[src/rtl/ast_width_upsizer.sv]
// Avalon-ST width upsizer: packs RATIO narrow beats into one wide beat and recomputes empty.
// Optional macro AST_UPSIZER_PKT_CHECK_EN adds pkt_err_o protocol-violation reporting.
module ast_width_upsizer #(
  parameter int DATA_IN_W   = 64,
  parameter int DATA_OUT_W  = 256,
  parameter int CHANNEL_W   = 10,
  parameter int EMPTY_IN_W  = ($clog2(DATA_IN_W/8)  > 0) ? $clog2(DATA_IN_W/8)  : 1,
  parameter int EMPTY_OUT_W = ($clog2(DATA_OUT_W/8) > 0) ? $clog2(DATA_OUT_W/8) : 1
) (
  input  logic                   clk,
  input  logic                   srst,
  input  logic [DATA_IN_W-1:0]   ast_data_i,
  input  logic                   ast_startofpacket_i,
  input  logic                   ast_endofpacket_i,
  input  logic                   ast_valid_i,
  input  logic [EMPTY_IN_W-1:0]  ast_empty_i,
  input  logic [CHANNEL_W-1:0]   ast_channel_i,
  output logic                   ast_ready_o,
  output logic [DATA_OUT_W-1:0]  ast_data_o,
  output logic                   ast_startofpacket_o,
  output logic                   ast_endofpacket_o,
  output logic                   ast_valid_o,
  output logic [EMPTY_OUT_W-1:0] ast_empty_o,
  output logic [CHANNEL_W-1:0]   ast_channel_o,
  input  logic                   ast_ready_i
`ifdef AST_UPSIZER_PKT_CHECK_EN
  ,
  output logic                   pkt_err_o
`endif
);

  localparam int RATIO    = DATA_OUT_W / DATA_IN_W;
  localparam int IN_BYTES = DATA_IN_W / 8;
  localparam int IDX_W    = $clog2(RATIO);
  localparam logic [IDX_W-1:0] LAST_LANE = IDX_W'(RATIO - 1);

  typedef enum logic {IDLE, IN_PKT} state_t;

  state_t                  state_q, state_d;
  logic [IDX_W-1:0]        idx_q;
  logic [DATA_OUT_W-1:0]   acc_q;
  logic                    acc_sop_q;
  logic [CHANNEL_W-1:0]    acc_channel_q;

  logic                    accept, start, restart, flush, take, commit, load;
  logic [IDX_W-1:0]        lane, lim;
  logic [DATA_OUT_W-1:0]   word_d;
  logic                    sop_d, eop_d;
  logic [EMPTY_OUT_W-1:0]  empty_d;
  logic [CHANNEL_W-1:0]    channel_d;

`ifdef AST_UPSIZER_PKT_CHECK_EN
  logic stray;
  logic err_q;
  assign pkt_err_o = err_q;
`endif

  assign ast_ready_o = !ast_valid_o || ast_ready_i;
  assign accept      = ast_valid_i && ast_ready_o;

  always_ff @(posedge clk) begin
    if (srst) state_q <= IDLE;
    else      state_q <= state_d;
  end

  always_comb begin
    state_d = state_q;
    if (take) state_d = ast_endofpacket_i ? IDLE : IN_PKT;
  end

  // Beat decode and assembly of the word that would be loaded into the output register.
  always_comb begin
    start   = accept && (state_q == IDLE) && ast_startofpacket_i;
    restart = 1'b0;
`ifdef AST_UPSIZER_PKT_CHECK_EN
    restart = accept && (state_q == IN_PKT) && ast_startofpacket_i;
    stray   = accept && (state_q == IDLE) && !ast_startofpacket_i;
`endif
    flush  = restart && (idx_q != '0);
    take   = start || (accept && (state_q == IN_PKT));
    lane   = (start || restart) ? '0 : idx_q;
    commit = take && ((lane == LAST_LANE) || ast_endofpacket_i);
    load   = flush || commit;
    lim    = flush ? idx_q : lane;

    word_d = '0;
    for (int j = 0; j < RATIO; j++) begin
      if (IDX_W'(j) < lim)
        word_d[DATA_OUT_W-1-j*DATA_IN_W -: DATA_IN_W] = acc_q[DATA_OUT_W-1-j*DATA_IN_W -: DATA_IN_W];
      else if ((IDX_W'(j) == lim) && !flush)
        word_d[DATA_OUT_W-1-j*DATA_IN_W -: DATA_IN_W] = ast_data_i;
    end

    // A flushed partial word behaves as if its last beat ended with empty 0.
    if (flush) begin
      sop_d     = acc_sop_q;
      channel_d = acc_channel_q;
      eop_d     = 1'b1;
      empty_d   = EMPTY_OUT_W'((RATIO - int'(idx_q)) * IN_BYTES);
    end else begin
      sop_d     = (lane == '0) ? (start || restart) : acc_sop_q;
      channel_d = (lane == '0) ? ast_channel_i : acc_channel_q;
      eop_d     = ast_endofpacket_i;
      empty_d   = ast_endofpacket_i
                ? EMPTY_OUT_W'((RATIO - 1 - int'(lane)) * IN_BYTES + int'(ast_empty_i))
                : '0;
    end
  end

  always_ff @(posedge clk) begin
    if (srst) begin
      idx_q               <= '0;
      acc_q               <= '0;
      acc_sop_q           <= 1'b0;
      acc_channel_q       <= '0;
      ast_valid_o         <= 1'b0;
      ast_data_o          <= '0;
      ast_startofpacket_o <= 1'b0;
      ast_endofpacket_o   <= 1'b0;
      ast_empty_o         <= '0;
      ast_channel_o       <= '0;
    end else begin
      if (take) begin
        acc_q[DATA_OUT_W-1-int'(lane)*DATA_IN_W -: DATA_IN_W] <= ast_data_i;
        if (lane == '0) begin
          acc_sop_q     <= start || restart;
          acc_channel_q <= ast_channel_i;
        end
        idx_q <= commit ? '0 : lane + 1'b1;
      end
      if (load) begin
        ast_valid_o         <= 1'b1;
        ast_data_o          <= word_d;
        ast_startofpacket_o <= sop_d;
        ast_endofpacket_o   <= eop_d;
        ast_empty_o         <= empty_d;
        ast_channel_o       <= channel_d;
      end else if (ast_ready_i) begin
        ast_valid_o <= 1'b0;
      end
    end
  end

`ifdef AST_UPSIZER_PKT_CHECK_EN
  always_ff @(posedge clk) begin
    if (srst) err_q <= 1'b0;
    else      err_q <= stray || restart;
  end
`endif

endmodule

[config.mk]
export PLATFORM = sky130hd
export DESIGN_NAME = ast_width_upsizer
export DESIGN_NICKNAME = d
export VERILOG_FILES = /design/src/rtl/ast_width_upsizer.sv
export SDC_FILE = /design/constraint.sdc
export NUM_CORES = 1
export LEC_CHECK = 0
export CAP_MARGIN = 0
export CORE_MARGIN = 2
export CORE_UTILIZATION = 51
export DETAILED_ROUTE_END_ITERATION = 6
export HOLD_SLACK_MARGIN = 0.08
export PLACE_DENSITY = 0.8
export SYNTH_ARGS = -nofsm -noshare
export SYNTH_HDL_FRONTEND = slang
export SYNTH_SLANG_ARGS = --single-unit
[constraint.sdc]
create_clock -name clk -period 2.1 [get_ports clk]
set_clock_uncertainty 0.05 [all_clocks]
set_input_delay 0.525 -clock clk [delete_from_list [all_inputs] [get_ports clk]]
set_output_delay 0.525 -clock clk [all_outputs]
set_load 0.02 [all_outputs]
==> metrics <==
top_reg_cell synth=dfxtp_1; crit-path cells=clkdlybuf4s50_1; worst reg2reg endpoint=acc_q[129]$_SDFFE_PP0P_; Post-Syn Area=18400 µm²; slowest CP cell=clkdlybuf4s50_1; FF/Latch Area=between 9000 and 10000 µm²; CTS tree=done; Final Critical Period=roughly 2.1 ns; area leader, netlist=dfxtp_1; CTS clk-pin slew, worst paths=0.06 ns; I/O Buffers=357; P_leak=10.8 nW; crit path DAT=1.51 ns; Reg2Reg Depth=5; Yosys reg bits=480; footprint of the multi-input gates=a little under 8000 µm²; internal power=about 15 mW; core region area=about 36000 µm²; CP max FO=2; hold path cells=2; Final Non-Filler Cells=around 3k; sequential share of power=0.474; Worst Setup EP=ast_data_o[157]; vias post-DR=between 15k and 20k; main combinational cell family by area after synthesis=compound AO/OA/AOI/OAI gates; FP Rows=69; CP Class=reg -> out; crit path buf inv count=1; r2r setup slk=about 0.12 ns; Power per Cell Area=816 nW/µm²; Total Routed Length=just over 60 mm; Startpoint Class=flip-flop; Post-Syn Instances=approximately 2.2k; dpl hpwl=slightly below 40 mm; Logic pwr share=0.104; first-pass GRT wire length=~97 mm; clk sinks=480; initial antenna violation count=1; drt first pass iters=6; Reg2Reg Launch Point=idx_q[0]$_SDFFE_PP0P_; status=complete, no violations; worst-skew pair later-pin latency=0.56 ns; Post-synth EDFFs=0; vias in the first global route=17.7k; Psw=between 5 and 6 mW; synthesized area per cell=approximately 8.2 µm²; worst-margin pin slew=between 0.4 and 0.5 ns; Async SR Flop Fraction=0; Synth top area share=0.521; share of layout cells above drive strength 1=0.0797; largest net degree at the start of global routing=between 80 and 90; Clock power frac=0.422; Critical Path RT=approximately 1.5 ns; Final setup viols=0; Longest Clk Path Bufs=3; via/cell ratio=approximately 6.0; fin crit share=0.992; initial core utilization=0.518; Routed WL per cell=approximately 20 µm; CTS buffer count=48; Cells after DPL=2947; YS warnings=0; 1st-iter DRT viols=1901; top post-synthesis cells by area=dfxtp_1 (52%), a21oi_1 (13%), nand2_1 (11%), o21ai_0 (3.6%), a22o_1 (3.0%); post-synthesis compound-gate area fraction=0.265; crit path capture type=output pin; cell family with most CP delay=buffers and inverters; Final Hold Slack=~0.13 ns; GRT Total Usage=0.312; number of H-tree levels=2; # Post-CTS Setup Buffers=0; post-synthesis simple-gate area fraction=0.152; syn_nets=roughly 2.3k; Die Span Y=194 µm; VDD IR max=~0.00075 V; # diodes=0; Hold Crit Class=in -> reg; Net Sw Frac=0.249; Fillers=~2.8k; Final Hold Fails=0; antenna-violating nets left=0; die width=194 µm; xor-xnor portion of the synthesized cell area=0; Pins Over Slew Limit=0; Worst path max stage delay=0.62 ns; root buffer cell=clkbuf_16; max_slew headroom=0.710; Synth Area in Adders=0; IO Pins=approximately 360; CP Launch Point=ast_data_o[157]$_SDFFE_PP0P_; Worst path depth=1; unique cell type count in the Yosys netlist=between 40 and 50; sequential-to-total area share from yosys stat=0.521; total global routing overflow=0; final net count=roughly 2.6k; GP Congestion=between 0.8 and 0.9; fmax=around 0.48 GHz; drt drc=0; post-synthesis mux area share=0; maxcap violations=0; full die area=37700 µm²; Syn-to-layout area delta=33.5%
-- repair_timing --
action / in CTS / in global routing
gates resized for setup: 151 / 79
endpoints found under the setup margin: 151 / 79
hold buffers: 0 / 0
endpoints found under the hold margin: 0 / 0
-- worst min path at each step --
stage                                      start                      endpoint
CTS                                         srst         idx_q[0]$_SDFFE_PP0P_
detailed placement  ast_data_o[186]$_SDFFE_PP0P_  ast_data_o[186]$_SDFFE_PP0P_
global placement         acc_q[164]$_SDFFE_PP0P_       acc_q[164]$_SDFFE_PP0P_
global route                                srst         idx_q[0]$_SDFFE_PP0P_
finish                                      srst         idx_q[0]$_SDFFE_PP0P_
floorplan                acc_q[100]$_SDFFE_PP0P_       acc_q[100]$_SDFFE_PP0P_
-- Yosys cell counts (2+ instances only) --
library cell and instances:
buf_6 14, and3_1 2, buf_1 2, a22oi_1 67, clkbuf_1 91, nand4_2 2
nand2_1 547, inv_1 3, o21ai_1 6, o221ai_1 63, a22o_1 64, buf_4 18
buf_2 93, o21ai_0 133, and4_1 3, o31a_1 3, a21oi_1 484, or2_2 2
dfxtp_1 480, o211ai_2 2, a311oi_1 2, nand3_1 66, nor2b_1 3, nor2_1 71
-- power by group through the flow --
| stage | Combinational [mW] | Sequential, mW | Clock (mW) |
|---|---|---|---|
| 4_1_cts | 2.07 | 9.51 | 8.53 |
| 2_1_floorplan | 0.836 | 9.88 | 0 |
| 5_1_grt | 2.21 | 9.54 | 8.90 |
| 3_3_place_gp | 2.09 | 9.71 | 0 |
| 6_report | 2.08 | 9.52 | 8.48 |
| 3_5_place_dp | 2.13 | 9.71 | 0 |
-- through the flow --
step | setup slack [ns] | TNS (ns) | util | cell area (µm²) | power [mW]
floorplan | 0.344 | 0 | - | 18400 | 10.7
global placement | -0.242 | -78.25 | 0.648 | 23000 | 11.8
detailed placement | -0.292 | -92.65 | 0.648 | 23000 | 11.8
CTS | 0.000163 | 0 | 0.686 | 24400 | 20.1
global route | -0.00110 | -0.00110 | 0.692 | 24600 | 20.7
finish | 0.0175 | 0 | 0.692 | 24600 | 20.1
-- layout make-up --
| class | instances | area share |
|---|---|---|
| Inverter | 4 | 0.000712 |
| Clock buffer | 73 | 0.0580 |
| Clock inverter | 13 | 0.00478 |
| Tap cell | 461 | 0.0234 |
| Sequential cell | 480 | 0.391 |
| Multi-Input combinational cell | 1537 | 0.316 |
| Timing Repair Buffer | 465 | 0.206 |
-- worst register-to-register path, cell delays in order, from the launching register on --
cell and delay [ns]:
dfxtp_2 0.54, buf_4 0.40, and4_2 0.35, buf_4 0.30, nand2_1 0.11, a21oi_1 0.16
-- logic make-up (layout without fill, tap and decap cells) --
family | Yosys count | count (layout)
AOI/OAI and AO/OA | 833 | 833
and+or+nand+nor | 704 | 704
DFF | 480 | 480
buffers and inverters | 222 | 555
-- routing by layer --
metal	vias to the layer above	GRT usage	wire [µm]
met5	-	0	13
met4	2	0.132	2300
met3	170	0.0638	5430
met2	939	0.526	30000
met1	8788	0.388	24000
li1	8375	-	-
-- registers in the layout, summed over array words and instances (netlist names) --
signal	flops
acc_channel_q	10
acc_q	192
acc_sop_q	1
ast_channel_o	10
ast_data_o	256
ast_empty_o	5
ast_endofpacket_o	1
ast_startofpacket_o	1
ast_valid_o	1
idx_q	2
state_q	1
-- cells in the final DEF, fill, tap and decap left out, types with 3 or more instances in the layout --
| cell | instances |
|---|---|
| a22o_1 | 64 |
| dfxtp_1 | 478 |
| o21ai_1 | 6 |
| nand2_1 | 547 |
| buf_12 | 54 |
| buf_4 | 54 |
| nor2_1 | 71 |
| clkbuf_1 | 14 |
| o221ai_1 | 63 |
| a21oi_1 | 484 |
| dlygate4sd2_1 | 151 |
| a22oi_1 | 67 |
| nand3_1 | 65 |
| o21ai_0 | 133 |
| clkbuf_8 | 9 |
| dlymetal6s2s_1 | 79 |
| clkbuf_16 | 50 |
| clkdlybuf4s50_1 | 126 |
| and4_2 | 3 |
| clkinv_2 | 10 |
(Power assumes the default switching activity.)
